**src/rtl/mem_arb_pkg.sv**
```systemverilog
// Shared definitions for the two-port memory arbiter: FSM state encoding and port indices.
package mem_arb_pkg;

    typedef enum logic [1:0] {
        IDLE   = 2'd0,
        ACCESS = 2'd1,
        WAIT   = 2'd2,
        ACK    = 2'd3
    } arb_state_e;

    localparam logic PORT_A = 1'b0;
    localparam logic PORT_B = 1'b1;

endpackage

```
**src/rtl/mem_arbiter_arb_pick.sv**
```systemverilog
// Winner selection for the memory arbiter; MEM_ARB_ROUND_ROBIN_EN selects round-robin
// tie-breaking, otherwise port A has fixed priority.
module arb_pick
    import mem_arb_pkg::*;
(
    input  logic a_req,
    input  logic b_req,
    input  logic last_gnt,
    input  logic locked,
    input  logic owner,
    output logic winner
);

`ifndef MEM_ARB_ROUND_ROBIN_EN
    logic unused_last_gnt;
    assign unused_last_gnt = last_gnt;
`endif

    always_comb begin
        winner = PORT_A;
        if (locked) begin
            winner = owner;
        end else if (a_req && b_req) begin
`ifdef MEM_ARB_ROUND_ROBIN_EN
            winner = (last_gnt == PORT_A) ? PORT_B : PORT_A;
`else
            winner = PORT_A;
`endif
        end else if (b_req) begin
            winner = PORT_B;
        end
    end

endmodule

```
**src/rtl/mem_arbiter.sv**
```systemverilog
// Two-port arbiter sharing a single-port synchronous memory between masters A and B,
// with lock support. Define MEM_ARB_ROUND_ROBIN_EN for round-robin tie-breaking.
module mem_arbiter
    import mem_arb_pkg::*;
#(
    parameter int ADDR_WIDTH = 6,
    parameter int DATA_WIDTH = 16
) (
    input  logic                  clk,
    input  logic                  rst,
    input  logic                  a_req,
    input  logic                  a_we,
    input  logic                  a_lock,
    input  logic [ADDR_WIDTH-1:0] a_addr,
    input  logic [DATA_WIDTH-1:0] a_wdata,
    input  logic                  b_req,
    input  logic                  b_we,
    input  logic                  b_lock,
    input  logic [ADDR_WIDTH-1:0] b_addr,
    input  logic [DATA_WIDTH-1:0] b_wdata,
    output logic                  a_ack,
    output logic                  b_ack,
    output logic                  a_gnt,
    output logic                  b_gnt,
    output logic [DATA_WIDTH-1:0] rdata,
    input  logic [DATA_WIDTH-1:0] mem,
    output logic [ADDR_WIDTH-1:0] mem_addr,
    output logic [DATA_WIDTH-1:0] mem_data,
    output logic                  mem_we,
    output logic                  busy
);

    arb_state_e            state_q, state_d;
    logic                  owner_q, owner_d;
    logic                  own_q, own_d;
    logic                  last_q, last_d;
    logic [ADDR_WIDTH-1:0] mem_addr_q, mem_addr_d;
    logic [DATA_WIDTH-1:0] mem_data_q, mem_data_d;
    logic                  mem_we_q, mem_we_d;
    logic [DATA_WIDTH-1:0] rdata_q, rdata_d;
    logic                  winner;
    logic                  win_req;
    logic                  owner_lock;

    // own_q is only ever set in IDLE while a lock is held, so it doubles as the lock flag there
    arb_pick u_pick (
        .a_req    (a_req),
        .b_req    (b_req),
        .last_gnt (last_q),
        .locked   (own_q),
        .owner    (owner_q),
        .winner   (winner)
    );

    assign win_req    = (winner == PORT_A) ? a_req : b_req;
    assign owner_lock = (owner_q == PORT_A) ? a_lock : b_lock;

    always_comb begin
        state_d    = state_q;
        owner_d    = owner_q;
        own_d      = own_q;
        last_d     = last_q;
        mem_addr_d = mem_addr_q;
        mem_data_d = mem_data_q;
        mem_we_d   = 1'b0;
        rdata_d    = rdata_q;
        case (state_q)
            IDLE: begin
                if (win_req) begin
                    state_d    = ACCESS;
                    owner_d    = winner;
                    own_d      = 1'b1;
                    last_d     = winner;
                    mem_addr_d = (winner == PORT_A) ? a_addr  : b_addr;
                    mem_data_d = (winner == PORT_A) ? a_wdata : b_wdata;
                    mem_we_d   = (winner == PORT_A) ? a_we    : b_we;
                end
            end
            ACCESS: state_d = mem_we_q ? ACK : WAIT;
            WAIT: begin
                rdata_d = mem;
                state_d = ACK;
            end
            ACK: begin
                own_d   = owner_lock;
                state_d = IDLE;
            end
            default: state_d = IDLE;
        endcase
    end

    always_ff @(posedge clk) begin
        if (rst) begin
            state_q    <= IDLE;
            owner_q    <= PORT_A;
            own_q      <= 1'b0;
            last_q     <= PORT_B;
            mem_addr_q <= '0;
            mem_data_q <= '0;
            mem_we_q   <= 1'b0;
            rdata_q    <= '0;
        end else begin
            state_q    <= state_d;
            owner_q    <= owner_d;
            own_q      <= own_d;
            last_q     <= last_d;
            mem_addr_q <= mem_addr_d;
            mem_data_q <= mem_data_d;
            mem_we_q   <= mem_we_d;
            rdata_q    <= rdata_d;
        end
    end

    assign a_ack    = (state_q == ACK) && (owner_q == PORT_A);
    assign b_ack    = (state_q == ACK) && (owner_q == PORT_B);
    assign a_gnt    = own_q && (owner_q == PORT_A);
    assign b_gnt    = own_q && (owner_q == PORT_B);
    assign busy     = (state_q != IDLE);
    assign rdata    = rdata_q;
    assign mem_addr = mem_addr_q;
    assign mem_data = mem_data_q;
    assign mem_we   = mem_we_q;

endmodule
```
**config.mk**
```make
export PLATFORM = sky130hd
export DESIGN_NAME = mem_arbiter
export DESIGN_NICKNAME = d
export VERILOG_FILES = /design/src/rtl/mem_arb_pkg.sv /design/src/rtl/mem_arbiter_arb_pick.sv /design/src/rtl/mem_arbiter.sv
export SDC_FILE = /design/constraint.sdc
export NUM_CORES = 1
export LEC_CHECK = 0
export CELL_PAD_IN_SITES_DETAIL_PLACEMENT = 1
export CELL_PAD_IN_SITES_GLOBAL_PLACEMENT = 1
export CORE_ASPECT_RATIO = 2
export CORE_MARGIN = 4
export CORE_UTILIZATION = 30
export CTS_CLUSTER_DIAMETER = 60
export DETAILED_ROUTE_END_ITERATION = 7
export PLACE_DENSITY_LB_ADDON = 0.1
export SETUP_SLACK_MARGIN = 0.1
export SLEW_MARGIN = 10
export SYNTH_ARGS = -nofsm -noshare
export SYNTH_HDL_FRONTEND = slang
export SYNTH_SLANG_ARGS = --single-unit
export TNS_END_PERCENT = 50
```
**constraint.sdc**
```tcl
create_clock -name clk -period 2.5 [get_ports clk]
set_input_delay 0.25 -clock clk [delete_from_list [all_inputs] [get_ports clk]]
set_output_delay 0.25 -clock clk [all_outputs]
set_load 0.01 [all_outputs]
```
==> metrics <==
post-synthesis simple-gate area fraction between 10% and 20%; most common cell after layout, fill and taps aside clkdlybuf4s50_1; PwrDens a little over 1000 nW/µm²; drt total wl 6040 µm; CP max stage cell clkdlybuf4s50_1; 1st-pass router iterations 4; GR peak layer met2; io pins 112; Synth Area per Inst 10.5 µm²; post_cts resized 0; worst-skew pair later-pin latency 0.28 ns; gp weighted congestion 0.717; top cells by area, synth dfxtp_1, mux2i_1, a211oi_2, nor2_1, ha_1; Post-CTS Setup Bufs 0; met1 Usage GRT approximately 15%; total power 0.00341 W; RSZ-0062 raised after global routing no; kind of critical path reg -> out; htree depth 2; Compound-Gate Fraction of Synth Area between 10% and 20%; Via Count around 1.8k; cells along the critical path inv_1 > ha_1 > inv_1 > clkdlybuf4s50_1; synth unique cells 27; Layout area overhead 65.5%; drt drc 0; Synth warnings 0; CP endpoint kind output port; Layout Skew 0.00617 ns; Fmax 515 MHz; startpoint types flip-flop; CTS tree built; cell taking the most area after synthesis dfxtp_1; grt ovf 0; share of cells above drive strength 1 11.3%; clk buf depth 2; Worst slew margin 58.2%; setup_tns 0 ns; FILL cells ~760; Final Hold Viols 0; clk root buf clkbuf_16; initial antenna violation count 0; main combinational cell family by area after synthesis multiplexers; fin crit share 77.7%; final worst path period need about 2 ns; crit path buf inv count 3; Initial Utilization between 30% and 40%; Die H about 120 µm; Mapped Cells just under 200; Worst EP required between 2 and 2.5 ns; share of the synthesized area in the top cell type 42.5%; most frequent cells in the layout clkdlybuf4s50_1, dfxtp_1, mux2i_1, nor2_1, a211oi_2; Seq/Total Area, Yosys around 42%; WP data arrival between 1.5 and 2 ns; drt wl/cell roughly 16 µm; Total GRT Usage 15.6%; met2 global-route usage around 29%; Worst VDD drop around 0.45 mV; Initial DRC Count 23; Max Slew Vio Count 0; Worst-path clk slew ~0.06 ns; Hold Buf Count CTS 0; M3 GR Usage 6.24%; Post-Syn Nets 266; Final WS setup 0.558 ns; post-route ant nets 0; CP max stage delay ~0.54 ns; Hold Path Class in -> reg; core area ~6600 µm²; WHS between 0.4 and 0.5 ns; Mapped Area 2030 µm²; DP HPWL between 4000 and 5000 µm; Clock Sinks 43; Worst path most repeated cell inv_1; FF+latch count, synth 43; ant diodes 0; Setup Viol. Count Final 0; CP top delay family buffers and inverters; full die area roughly 8200 µm²; vias per cell between 4 and 5; Least-Margin Pin Slew around 0.63 ns; global-route wire length before repair approximately 10000 µm; MaxCap Viol Count 0; number of global-route vias before repair 2035; CTS buffer count 5; pre-CTS WS 0.577 ns; mux contribution to synthesized area between 20% and 30%; Max FO, Critical Path 6; fin area between 3000 and 4000 µm²; status finished clean; Leakage 1.33 nW; XOR/XNOR Fraction of Synth Area 0%; Horiz. Die Dim about 66 µm; Synth Area in Adders under 10%; row cnt between 40 and 50; I/O Buffers about 110; Placed Area 3200 µm²; largest net degree at the start of global routing 28; Layout Nets ~370
flip-flops by register name, summed over array words and instances, names as in the netlist:
register  count
mem_data     16
state_q       2
mem_addr      6
mem_we        1
owner_q       1
rdata        16
own_q         1
through the flow:
stage / instances / util, %
finish: 389 / 50.7
global route: 389 / 50.7
CTS: 389 / 50.7
detailed placement: 382 / 48.3
global placement: 382 / 48.3
floorplan: 193 / -
power breakdown:
group / leakage (nW) / total (W) / internal [W] / switching (W)
registers: 0.354 / 0.00104 / 0.000902 / 0.000136
clock network: 0.0769 / 0.000717 / 0.000466 / 0.000251
logic: 0.897 / 0.00165 / 0.000868 / 0.000786
synth_stat cells, drive strengths merged:
| library cell | number |
|---|---|
| dfxtp | 43 |
| clkbuf | 4 |
| nor3b | 2 |
| nor2 | 42 |
| a311oi | 1 |
| and2 | 2 |
| a21boi | 1 |
| a221oi | 1 |
| o21ai | 3 |
| and2b | 1 |
| nor3 | 1 |
| nor2b | 2 |
| o21ba | 1 |
| buf | 11 |
| ha | 5 |
| inv | 3 |
| mux2i | 42 |
| a21oi | 4 |
| a31oi | 1 |
| a211oi | 23 |
cells by family after synthesis:
| logic type | count (synthesis) |
|---|---|
| AO/OA/AOI/OAI | 35 |
| adder cells (fa/ha/maj) | 5 |
| buffers and inverters | 18 |
| flip-flops | 43 |
| multiplexers | 42 |
| AND/OR/NAND/NOR | 50 |
layout make-up:
cell class                      instances  area, µm²  share of cell area [%]
Sequential cell                        43        861                    25.7
Tap cell                               88        110                    3.28
Multi-Input combinational cell        132       1060                    31.5
Clock buffer                            6        129                    3.84
Timing Repair Buffer                  116       1160                    34.5
Clock inverter                          1       30.0                   0.895
Inverter                                3       11.3                   0.336
worst reg2reg max path: stages, from the launching register on:
cell and delay, ns:
dfxtp_1 0.33, inv_1 0.14, ha_1 0.29, o21ai_0 0.21, a21oi_4 0.16, buf_4 0.29
nor2_1 0.10, a211oi_2 0.20
worst paths after layout:
| kind | startpoint | endpoint | slack (ns) | depth (start not counted) |
|---|---|---|---|---|
| worst max-delay path | state_q[1]$_SDFFE_PP0P_ | busy | 0.56 | 4 |
| worst min-delay path | rst | rdata[4]$_SDFFE_PP0N_ | 0.46 | 2 |
| worst max register to register | state_q[0]$_SDFFE_PP0P_ | mem_data[4]$_SDFFE_PP0P_ | 0.71 | 7 |
| worst min register to register | mem_addr[4]$_SDFFE_PP0P_ | mem_addr[4]$_SDFFE_PP0P_ | 0.49 | 2 |
per-layer routing:
metal  part of all wire, %  vias to the layer above
met5                     0                        -
met4                   1.6                        0
met3                   8.6                        7
met2                    57                       75
met1                    33                      869
li1                      -                      889
No activity file was read; power rests on OpenSTA's default activity.
